`config.mk`:
```
export PLATFORM = sky130hd
export DESIGN_NAME = clock_alarm_ctrl_flat
export DESIGN_NICKNAME = d
export VERILOG_FILES = /design/src/rtl/clock_alarm_pkg.sv /design/src/rtl/clock_alarm_if.sv /design/src/rtl/clock_alarm_bcd_wrap_inc.sv /design/src/rtl/clock_alarm_ctrl.sv /design/src/flat_wrapper.sv
export SDC_FILE = /design/constraint.sdc
export NUM_CORES = 1
export LEC_CHECK = 0
export BUFFER_PORTS_ARGS = -buffer_cell sky130_fd_sc_hd__buf_2
export CAP_MARGIN = 20
export CORE_ASPECT_RATIO = 1.1
export CORE_MARGIN = 2
export CORE_UTILIZATION = 50
export DETAILED_ROUTE_END_ITERATION = 10
export MAX_ROUTING_LAYER = met4
export PLACE_DENSITY = 0.82
export SYNTH_ARGS = -nofsm -noshare
export SYNTH_HDL_FRONTEND = slang
export SYNTH_SLANG_ARGS = --single-unit
```
`constraint.sdc`:
```
create_clock -name clk -period 5.9 [get_ports clk]
set_input_delay 0.295 -clock clk [delete_from_list [all_inputs] [get_ports clk]]
set_output_delay 0.295 -clock clk [all_outputs]
set_load 0.1 [all_outputs]
```
`src/rtl/clock_alarm_pkg.sv`:
```
// Shared types and BCD limits for the alarm controller slice.
package clock_alarm_pkg;

  // Alarm sequencing states; encodings are visible on the state output.
  typedef enum logic [1:0] {
    ST_IDLE   = 2'b00,
    ST_RING   = 2'b01,
    ST_SNOOZE = 2'b10
  } alarm_state_t;

  // BCD digit limits used for wrap detection.
  localparam logic [3:0] BCD_ONES_MAX  = 4'd9;
  localparam logic [3:0] MIN_TENS_MAX  = 4'd5;
  localparam logic [3:0] HOUR_TENS_MAX = 4'd2;
  localparam logic [3:0] HOUR_ONES_MAX = 4'd3;

  // True when a two-digit BCD field reads 00.
  function automatic logic bcd_is_zero(input logic [3:0] tens, input logic [3:0] ones);
    return (tens == 4'd0) && (ones == 4'd0);
  endfunction

endpackage

```
`src/rtl/clock_alarm_if.sv`:
```
// Time-of-day bus from the BCD time-keeping core to its consumers.
// The core drives (master); the alarm controller listens (slave).
interface clock_alarm_if;
  logic       tick_1hz;
  logic [3:0] hour_tens;
  logic [3:0] hour_ones;
  logic [3:0] min_tens;
  logic [3:0] min_ones;
  logic [3:0] sec_tens;
  logic [3:0] sec_ones;

  modport master (
    output tick_1hz, hour_tens, hour_ones, min_tens, min_ones, sec_tens, sec_ones
  );

  modport slave (
    input tick_1hz, hour_tens, hour_ones, min_tens, min_ones, sec_tens, sec_ones
  );
endinterface

```
`src/rtl/clock_alarm_bcd_wrap_inc.sv`:
```
// Two-digit BCD incrementer that rolls over to 00 after a chosen value
// (23 for hours, 59 for minutes). No carry out: the caller decides what wraps.
module bcd_wrap_inc
  import clock_alarm_pkg::*;
#(
  parameter logic [3:0] WRAP_TENS = MIN_TENS_MAX,
  parameter logic [3:0] WRAP_ONES = BCD_ONES_MAX
) (
  input  logic [3:0] tens_in,
  input  logic [3:0] ones_in,
  output logic [3:0] tens_out,
  output logic [3:0] ones_out
);

  // Next BCD value: wrap to 00 at the limit, otherwise ripple ones into tens.
  always_comb begin
    tens_out = tens_in;
    ones_out = ones_in;
    if ((tens_in == WRAP_TENS) && (ones_in == WRAP_ONES)) begin
      tens_out = 4'd0;
      ones_out = 4'd0;
    end else if (ones_in >= BCD_ONES_MAX) begin
      tens_out = tens_in + 4'd1;
      ones_out = 4'd0;
    end else begin
      ones_out = ones_in + 4'd1;
    end
  end

endmodule

```
`src/rtl/clock_alarm_ctrl.sv`:
```
// Alarm controller: holds an HH:MM alarm time, detects the HH:MM:00 match on
// the time bus and sequences ring / snooze / dismiss with a pulsed buzzer.
// Optional hourly chime is built only when CLOCK_ALARM_CHIME_EN is defined;
// otherwise the chime output is tied low.
module clock_alarm_ctrl
  import clock_alarm_pkg::*;
#(
  parameter int RING_SEC   = 60,
  parameter int SNOOZE_SEC = 300,
  parameter int MAX_SNOOZE = 3,
  parameter int CNT_W      = 10
) (
  input  logic                clk,
  input  logic                rst,
  clock_alarm_if.slave        time_bus,
  input  logic                armed,
  input  logic                alm_inc_hour,
  input  logic                alm_inc_min,
  input  logic                snooze,
  input  logic                dismiss,
  output logic [3:0]          alm_hour_tens,
  output logic [3:0]          alm_hour_ones,
  output logic [3:0]          alm_min_tens,
  output logic [3:0]          alm_min_ones,
  output logic [1:0]          state,
  output logic                ringing,
  output logic                buzzer,
  output logic [1:0]          snooze_left,
  output logic                chime
);

  localparam logic [1:0]       SNOOZE_RELOAD = 2'(MAX_SNOOZE);
  localparam logic [CNT_W-1:0] RING_LAST     = CNT_W'(RING_SEC - 1);
  localparam logic [CNT_W-1:0] SNOOZE_LAST   = CNT_W'(SNOOZE_SEC - 1);

  logic             tick_d_q;
  logic [3:0]       alm_ht_q, alm_ho_q, alm_mt_q, alm_mo_q;
  logic [3:0]       alm_ht_d, alm_ho_d, alm_mt_d, alm_mo_d;
  logic [3:0]       hour_inc_t, hour_inc_o, min_inc_t, min_inc_o;
  alarm_state_t     state_q, state_d;
  logic [CNT_W-1:0] cnt_q, cnt_d;
  logic             buzzer_q, buzzer_d;
  logic             ringing_q, ringing_d;
  logic [1:0]       snooze_left_q, snooze_left_d;
  logic             time_match;
  logic             sec_zero;

  bcd_wrap_inc #(.WRAP_TENS(HOUR_TENS_MAX), .WRAP_ONES(HOUR_ONES_MAX)) u_hour_inc (
    .tens_in  (alm_ht_q),
    .ones_in  (alm_ho_q),
    .tens_out (hour_inc_t),
    .ones_out (hour_inc_o)
  );

  bcd_wrap_inc #(.WRAP_TENS(MIN_TENS_MAX), .WRAP_ONES(BCD_ONES_MAX)) u_min_inc (
    .tens_in  (alm_mt_q),
    .ones_in  (alm_mo_q),
    .tens_out (min_inc_t),
    .ones_out (min_inc_o)
  );

  // Time digits are read the cycle after the tick, once the core has updated them.
  assign sec_zero   = bcd_is_zero(time_bus.sec_tens, time_bus.sec_ones);
  assign time_match = armed && tick_d_q && sec_zero &&
                      (time_bus.hour_tens == alm_ht_q) && (time_bus.hour_ones == alm_ho_q) &&
                      (time_bus.min_tens  == alm_mt_q) && (time_bus.min_ones  == alm_mo_q);

  // Alarm edits apply independently; minute rollover never touches the hour.
  always_comb begin
    alm_ht_d = alm_ht_q;
    alm_ho_d = alm_ho_q;
    alm_mt_d = alm_mt_q;
    alm_mo_d = alm_mo_q;
    if (alm_inc_hour) begin
      alm_ht_d = hour_inc_t;
      alm_ho_d = hour_inc_o;
    end
    if (alm_inc_min) begin
      alm_mt_d = min_inc_t;
      alm_mo_d = min_inc_o;
    end
  end

  // Next-state and output decode; disarming beats dismiss beats snooze beats timeout.
  always_comb begin
    state_d       = state_q;
    cnt_d         = cnt_q;
    buzzer_d      = buzzer_q;
    snooze_left_d = snooze_left_q;
    if (!armed) begin
      state_d       = ST_IDLE;
      cnt_d         = '0;
      buzzer_d      = 1'b0;
      snooze_left_d = SNOOZE_RELOAD;
    end else begin
      case (state_q)
        ST_IDLE: begin
          if (time_match) begin
            state_d  = ST_RING;
            cnt_d    = '0;
            buzzer_d = 1'b1;
          end
        end
        ST_RING: begin
          if (dismiss) begin
            state_d       = ST_IDLE;
            cnt_d         = '0;
            buzzer_d      = 1'b0;
            snooze_left_d = SNOOZE_RELOAD;
          end else if (snooze && (snooze_left_q != 2'd0)) begin
            state_d       = ST_SNOOZE;
            cnt_d         = '0;
            buzzer_d      = 1'b0;
            snooze_left_d = snooze_left_q - 2'd1;
          end else if (tick_d_q) begin
            if (cnt_q == RING_LAST) begin
              state_d       = ST_IDLE;
              cnt_d         = '0;
              buzzer_d      = 1'b0;
              snooze_left_d = SNOOZE_RELOAD;
            end else begin
              cnt_d    = cnt_q + 1'b1;
              buzzer_d = ~buzzer_q;
            end
          end
        end
        ST_SNOOZE: begin
          if (dismiss) begin
            state_d       = ST_IDLE;
            cnt_d         = '0;
            buzzer_d      = 1'b0;
            snooze_left_d = SNOOZE_RELOAD;
          end else if (tick_d_q) begin
            if (cnt_q == SNOOZE_LAST) begin
              state_d  = ST_RING;
              cnt_d    = '0;
              buzzer_d = 1'b1;
            end else begin
              cnt_d = cnt_q + 1'b1;
            end
          end
        end
        default: begin
          state_d       = ST_IDLE;
          cnt_d         = '0;
          buzzer_d      = 1'b0;
          snooze_left_d = SNOOZE_RELOAD;
        end
      endcase
    end
    ringing_d = (state_d == ST_RING);
  end

  // Single register bank for the sequencer, alarm time and delayed tick.
  always_ff @(posedge clk) begin
    if (rst) begin
      tick_d_q      <= 1'b0;
      alm_ht_q      <= 4'd0;
      alm_ho_q      <= 4'd0;
      alm_mt_q      <= 4'd0;
      alm_mo_q      <= 4'd0;
      state_q       <= ST_IDLE;
      cnt_q         <= '0;
      buzzer_q      <= 1'b0;
      ringing_q     <= 1'b0;
      snooze_left_q <= SNOOZE_RELOAD;
    end else begin
      tick_d_q      <= time_bus.tick_1hz;
      alm_ht_q      <= alm_ht_d;
      alm_ho_q      <= alm_ho_d;
      alm_mt_q      <= alm_mt_d;
      alm_mo_q      <= alm_mo_d;
      state_q       <= state_d;
      cnt_q         <= cnt_d;
      buzzer_q      <= buzzer_d;
      ringing_q     <= ringing_d;
      snooze_left_q <= snooze_left_d;
    end
  end

`ifdef CLOCK_ALARM_CHIME_EN
  logic chime_q, chime_d;

  // One-cycle chime at the top of each hour while idle, unless the alarm fires then.
  always_comb begin
    chime_d = armed && (state_q == ST_IDLE) && tick_d_q && sec_zero &&
              bcd_is_zero(time_bus.min_tens, time_bus.min_ones) && !time_match;
  end

  // Chime register.
  always_ff @(posedge clk) begin
    if (rst) chime_q <= 1'b0;
    else     chime_q <= chime_d;
  end

  assign chime = chime_q;
`else
  assign chime = 1'b0;
`endif

  assign alm_hour_tens = alm_ht_q;
  assign alm_hour_ones = alm_ho_q;
  assign alm_min_tens  = alm_mt_q;
  assign alm_min_ones  = alm_mo_q;
  assign state         = state_q;
  assign ringing       = ringing_q;
  assign buzzer        = buzzer_q;
  assign snooze_left   = snooze_left_q;

endmodule

```
`src/flat_wrapper.sv`:
```
// flat-port wrapper written by rule: the top's interface ports become plain ports
module clock_alarm_ctrl_flat import clock_alarm_pkg::*;
#(
  parameter int RING_SEC   = 60,
  parameter int SNOOZE_SEC = 300,
  parameter int MAX_SNOOZE = 3,
  parameter int CNT_W      = 10
)
  (clk, rst, armed, alm_inc_hour, alm_inc_min, snooze, dismiss, alm_hour_tens, alm_hour_ones, alm_min_tens, alm_min_ones, state, ringing, buzzer, snooze_left, chime, time_bus_tick_1hz, time_bus_hour_tens, time_bus_hour_ones, time_bus_min_tens, time_bus_min_ones, time_bus_sec_tens, time_bus_sec_ones);
  clock_alarm_if time_bus_i ();
  input  logic clk;
  input  logic rst;
  input  logic armed;
  input  logic alm_inc_hour;
  input  logic alm_inc_min;
  input  logic snooze;
  input  logic dismiss;
  output logic [3:0] alm_hour_tens;
  output logic [3:0] alm_hour_ones;
  output logic [3:0] alm_min_tens;
  output logic [3:0] alm_min_ones;
  output logic [1:0] state;
  output logic ringing;
  output logic buzzer;
  output logic [1:0] snooze_left;
  output logic chime;
  input wire logic [$bits(time_bus_i.tick_1hz)-1:0] time_bus_tick_1hz;
  input wire logic [$bits(time_bus_i.hour_tens)-1:0] time_bus_hour_tens;
  input wire logic [$bits(time_bus_i.hour_ones)-1:0] time_bus_hour_ones;
  input wire logic [$bits(time_bus_i.min_tens)-1:0] time_bus_min_tens;
  input wire logic [$bits(time_bus_i.min_ones)-1:0] time_bus_min_ones;
  input wire logic [$bits(time_bus_i.sec_tens)-1:0] time_bus_sec_tens;
  input wire logic [$bits(time_bus_i.sec_ones)-1:0] time_bus_sec_ones;
  assign time_bus_i.tick_1hz = time_bus_tick_1hz;
  assign time_bus_i.hour_tens = time_bus_hour_tens;
  assign time_bus_i.hour_ones = time_bus_hour_ones;
  assign time_bus_i.min_tens = time_bus_min_tens;
  assign time_bus_i.min_ones = time_bus_min_ones;
  assign time_bus_i.sec_tens = time_bus_sec_tens;
  assign time_bus_i.sec_ones = time_bus_sec_ones;
  clock_alarm_ctrl #(.RING_SEC(RING_SEC), .SNOOZE_SEC(SNOOZE_SEC), .MAX_SNOOZE(MAX_SNOOZE), .CNT_W(CNT_W)) u_core (.clk(clk), .rst(rst), .time_bus(time_bus_i), .armed(armed), .alm_inc_hour(alm_inc_hour), .alm_inc_min(alm_inc_min), .snooze(snooze), .dismiss(dismiss), .alm_hour_tens(alm_hour_tens), .alm_hour_ones(alm_hour_ones), .alm_min_tens(alm_min_tens), .alm_min_ones(alm_min_ones), .state(state), .ringing(ringing), .buzzer(buzzer), .snooze_left(snooze_left), .chime(chime));
endmodule
```
# After elaboration in Yosys (flattened, before gate mapping)
# Index checks and enable logic that the tools add are counted.
dict set report totals {
  word_cells 104
  memories 0
  mem_bits_ro 0
  latch_bits 0
  register_bits 33
  out_inout_bits 23
  input_bits 32
  ram_bits 0
}
dict set report classes {
  mul 0
  bitwise 3
  n_shift 0
  n_div 0
  muxes 42
  n_addsub 6
  n_reduce_logical 22
  order_cmp 2
  n_eq_ne 19
}
# operator count
set ops {}
lappend ops {{$mux W10} 8}
lappend ops {{$mux W4} 8}
lappend ops {{$pmux W10 S3} 1}
lappend ops {{$mux W2} 14}
lappend ops {{$add A4 B1 Y4 const B} 4}
lappend ops {{$eq A4 B4 Y1} 4}
lappend ops {{$pmux W2 S3} 2}
lappend ops {{$add A10 B1 Y10 const B} 1}
lappend ops {{$eq A10 B6 Y1 const B} 1}
lappend ops {{$eq A10 B9 Y1 const B} 1}
lappend ops {{$logic_and A1 B1 Y1} 10}
lappend ops {{$eq A4 B2 Y1 const B} 2}
lappend ops {{$ge A4 B4 Y1 const B} 2}
lappend ops {{$logic_not A4 Y1} 2}
lappend ops {{$mux W1} 8}
lappend ops {{$ne A4 B2 Y1 const B} 2}
lappend ops {{$reduce_and A4 Y1} 2}
lappend ops {{$ne A3 B2 Y1 const B} 2}
lappend ops {{$reduce_bool A2 Y1} 3}
lappend ops {{$eq A2 B1 Y1 const B} 2}
lappend ops {{$eq A4 B3 Y1 const B} 1}
lappend ops {{$eq A4 B4 Y1 const B} 1}
lappend ops {{$reduce_and A2 Y1} 2}
lappend ops {{$not A1 Y1} 3}
lappend ops {{8 further kinds} 8}

# Depth between registers and ports, before layout
dict set report depth {
  ltp_word 11
  mapped_depth 10
}

# Hierarchy
# Synthesis repeated with hierarchy kept, for this count alone.
dict set report unflattened {
  hier_cells 277
  area_unflattened_um2 2387.3
}
# mod cells_each area_per_inst_um2 n_inst
set by_module_without_submodules {}
lappend by_module_without_submodules {clock_alarm_ctrl 209 1906.8 1}
lappend by_module_without_submodules {{bcd_wrap_inc (u_core.u_min_inc)} 36 241.5 1}
lappend by_module_without_submodules {{bcd_wrap_inc (u_core.u_hour_inc)} 32 239.0 1}

# Worst setup path after synthesis
# Ideal clock, no wire load.
dict set report synth_path {
  path_kind {register to register}
  from {register u_core.state_q[1], in the netlist u_core.state[1]}
  to {register u_core.cnt_q[2]}
  period_less_slack_ns 2.780
  t_required_ns 5.812
  stages_incl_launch_ff 10
  setup_ns 0.088
  slack_ns 3.120
  arrival_ns 2.692
  path_buffers 2
  path_cell_list {dfxtp_1 > ha_1 > nor2b_1 > a21oi_1 > o221ai_1 > and2_1 > clkbuf_1 > nand2b_4 > buf_6 > o32ai_2}
}
dict set report synth_via {
  elab_chain_cells 3
}
# item line
set synth_rtl {}
lappend synth_rtl {{from (decl)} clock_alarm_ctrl.sv:40} ;# alarm_state_t state_q, state_d;
lappend synth_rtl {{from (signal assigned)} clock_alarm_ctrl.sv:173} ;# state_q <= state_d;
lappend synth_rtl {{$eq A2 B1 Y1 (tied with other cells)} clock_alarm_ctrl.sv:96} ;# case (state_q)
lappend synth_rtl {{$ne A4 B2 Y1 (no line) (tied with other cells)} --}
lappend synth_rtl {{$reduce_and A3 Y1 (no line)} --}
lappend synth_rtl {{to (signal assigned)} clock_alarm_ctrl.sv:174} ;# cnt_q <= cnt_d;
lappend synth_rtl {{to (decl)} clock_alarm_ctrl.sv:41} ;# logic [CNT_W-1:0] cnt_q, cnt_d;
# Several ways; a longest one is shown, not always the timed one.
# A chain may end at the register's enable or synchronous reset.

# Worst setup path in the final report
# Ends and elaborated chain as after synthesis.

==> impl_metrics.py <==
metrics = {
    "floorplan": {
        "start_util": 0.529,
        "fp.dieArea_um2": 4830,
        "dieWidth_um": 66.4,
        "die_h_um": 72.7,
        "num_rows": 24,
        "core_um2": 4050,
        "ios": 55,
    },
    "flow_run": {
        "drv_cap": 0,
    },
    "drt": {
        "drcViolationCount": 0,
        "drtIter0Drc": 98,
        "viasPerCell": 5.36,
        "wl_per_cell_um": 13.3,
        "dr.pass1.iters": 4,
        "vias": 1931,
        "wirelength_um": 4800,
        "postRouteAntennaNets": 0,
    },
    "placement": {
        "globalplace.congestion": 0.902,
        "io_buffers": 53,
        "dpl.hpwl_um": 3760,
        "dp_cells": 352,
    },
    "min_path": {
        "min_to": "u_core.tick_d_q",
        "holdCritStartpoint": "time_bus_tick_1hz",
        "hold_depth": 2,
        "min_path_type": "in -> reg",
    },
    "timing": {
        "worst_pin_slew_ns": 0.888,
        "min_period_ns": 2.46,
        "finClkSkew_ns": 0.00605,
        "fin_setup_tns_ns": 0,
        "timing.fmax_mhz": 407,
        "rsz0062_at_grt": "false",
        "finalHoldViolations": 0,
        "finalMaxSlewViolations": 0,
        "setup_viol": 0,
        "relSlewSlack": 0.406,
        "period_share": 0.416,
    },
    "cells_and_area": {
        "layout-drive-gt1-share": 0.221,
        "n_antenna_cell": 0,
        "final_cell_mix": "buf_2 (53), dfxtp_1 (33), nand2_1 (26)",
        "final_common_cell": "buf_2",
        "final_nets": 355,
        "area_growth_pct": 17.0,
        "instances_no_fill": 360,
    },
    "outcome": {
        "status": "finished clean",
    },
    "worst_setup_path": {
        "endpoint_kind": "flip-flop",
        "worstPathRequired_ns": 6.06,
        "cp-start-kind": "flip-flop",
        "critPathKind": "reg -> reg",
        "slowest_delay_ns": 0.74,
        "r2r_start": "u_core.state[1]",
        "cp_cell_sequence": "ha_1 -> nor2b_1 -> a21oi_1 -> o211ai_1 -> nand2b_4 -> o32ai_2",
        "critical_path_arrival_ns": 2.61,
        "ff2ff_setup_slack_ns": 3.44,
        "critPathLaunch": "u_core.state[1]",
        "critical_path.max_fanout": 13,
        "worst-r2r-cell-count": 6,
        "regToRegEndpoint": "u_core.cnt_q[2]",
        "critPathSlowestCell": "o211ai_1",
    },
    "cts": {
        "cts_max_level": 2,
        "path_clk_slew_ns": 0.07,
        "clock-sinks": 33,
        "clock_path_buffers": 2,
        "cts_tree": "done",
        "cts_made_buffers": 5,
        "clock-root-buffer": "clkbuf_8",
        "cts_hold_buf": 0,
        "cts_resized": 0,
        "clk_latency_ns": 0.28,
        "post_cts_buffers": 0,
    },
    "logic_synthesis": {
        "syn-cell-area_um2": 2140,
        "syn_area_per_cell_um2": 8.37,
        "synthCells": 256,
        "ys.flop_type": "dfxtp_1",
        "ys_warn_count": 0,
        "async_reset_ff_frac": 0,
        "ys_seq_elements": 33,
        "synth-edff-count": 0,
        "ys_seq_area_frac": 0.308,
        "synth_nets": 304,
        "synthDistinctLibCells": 46,
    },
    "global_route": {
        "grt_max_degree": 15,
        "grt_pass1_vias": 1819,
        "grt_pass1_wl_um": 8180,
        "antenna_found_initial": 0,
        "grt_use_total": 0.222,
        "grt_overflow_total": 0,
    },
    "power_and_ir_drop": {
        "ir_drop_mv": 0.112,
        "power_density_nw_per_um2": 186,
        "p_leak_nw": 1.05,
    },
}
-- worst max-delay path: cells and delay by family, from the launching register on --
family / cells / cell delay, ns
AND/OR/NAND/NOR: 2 / 0.74
flip-flops: 1 / 0.44
adder cells (fa/ha/maj): 1 / 0.20
AO/OA/AOI/OAI: 3 / 0.95
-- per-layer routing --
metal	up-vias	part of all wire	GRT usage	wire length [um]
li1	993	-	-	-
met1	877	0.47	0.284	2270
met2	56	0.46	0.366	2220
met3	5	0.054	0.0293	260
met4	0	0.011	0.0680	55
met5	-	0	-	0
-- kinds of logic (layout without fill, tap and decap cells) --
kind of cell / after synthesis / count (layout) / synth area share
xor+xnor: 27 / 27 / 0.110
other cells: 1 / 1 / 0.00175
compound gates: 41 / 41 / 0.131
buf+inv: 21 / 73 / 0.0426
simple gates: 110 / 110 / 0.280
fa+ha+maj: 16 / 16 / 0.0934
mux: 7 / 7 / 0.0327
flops: 33 / 33 / 0.308
-- power breakdown --
part	switching (W)	internal [W]
Clock	0.0000790	0.0000838
Combinational	0.0000485	0.0000226
Sequential	0.00000618	0.000226
-- cell usage after synthesis, drive strengths merged, types with 2 or more instances --
library cell / count / area [um2]
nand3: 9 / 45.0
ha: 16 / 200
nor4: 6 / 52.6
nor2: 19 / 71.3
mux2i: 7 / 70.1
o21a: 2 / 15.0
nand4: 7 / 43.8
and2: 5 / 31.3
nor3: 5 / 25.0
or3: 8 / 50.1
xnor2: 13 / 114
clkbuf: 5 / 18.8
nand4b: 4 / 35.0
o22ai: 7 / 43.8
dfxtp: 33 / 661
o31ai: 3 / 27.5
nand2: 26 / 97.6
nor2b: 5 / 31.3
nand2b: 7 / 51.3
xor2: 14 / 123
a21oi: 17 / 85.1
buf: 4 / 27.5
a211oi: 3 / 22.5
or2: 4 / 25.0
inv: 12 / 45.0
-- final cells by class --
| cell class | count | area (um2) |
|---|---|---|
| timing repair buffer | 53 | 265 |
| multi-input combinational | 202 | 1390 |
| clock buffer | 8 | 80.1 |
| sequential | 33 | 661 |
| tap | 52 | 65.1 |
| fill | 372 | 1550 |
| inverter | 12 | 45.0 |
-- metrics by stage --
stage / util / setup WS, ns / instance area (um2) / total power (W) / hold slack (ns)
floorplan: - / 3.12 / 2140 / 0.000286 / 0.423
global placement: 0.599 / 3.58 / 2430 / 0.000307 / 0.461
detailed placement: 0.599 / 3.46 / 2430 / 0.000309 / 0.475
CTS: 0.619 / 3.46 / 2510 / 0.000469 / 0.236
global route: 0.619 / 3.20 / 2510 / 0.000486 / 0.272
finish: 0.619 / 3.44 / 2510 / 0.000466 / 0.236
-- worst max path at each step --
stage | endpoint | slack [ns]
global placement | u_core.cnt_q[2] | 3.58
global route | u_core.cnt_q[2] | 3.20
detailed placement | u_core.cnt_q[2] | 3.46
floorplan | u_core.cnt_q[2] | 3.12
finish | u_core.cnt_q[2] | 3.44
CTS | u_core.cnt_q[2] | 3.46
-- registers in the layout (all words and copies together), names as in the netlist --
register / count
u_core.buzzer: 1
u_core.ringing: 1
u_core.state: 2
u_core.alm_min_ones: 4
u_core.snooze_left: 2
u_core.tick_d_q: 1
u_core.alm_hour_ones: 4
u_core.cnt_q: 10
u_core.alm_hour_tens: 4
u_core.alm_min_tens: 4
Power figures use the tool's default switching activity.
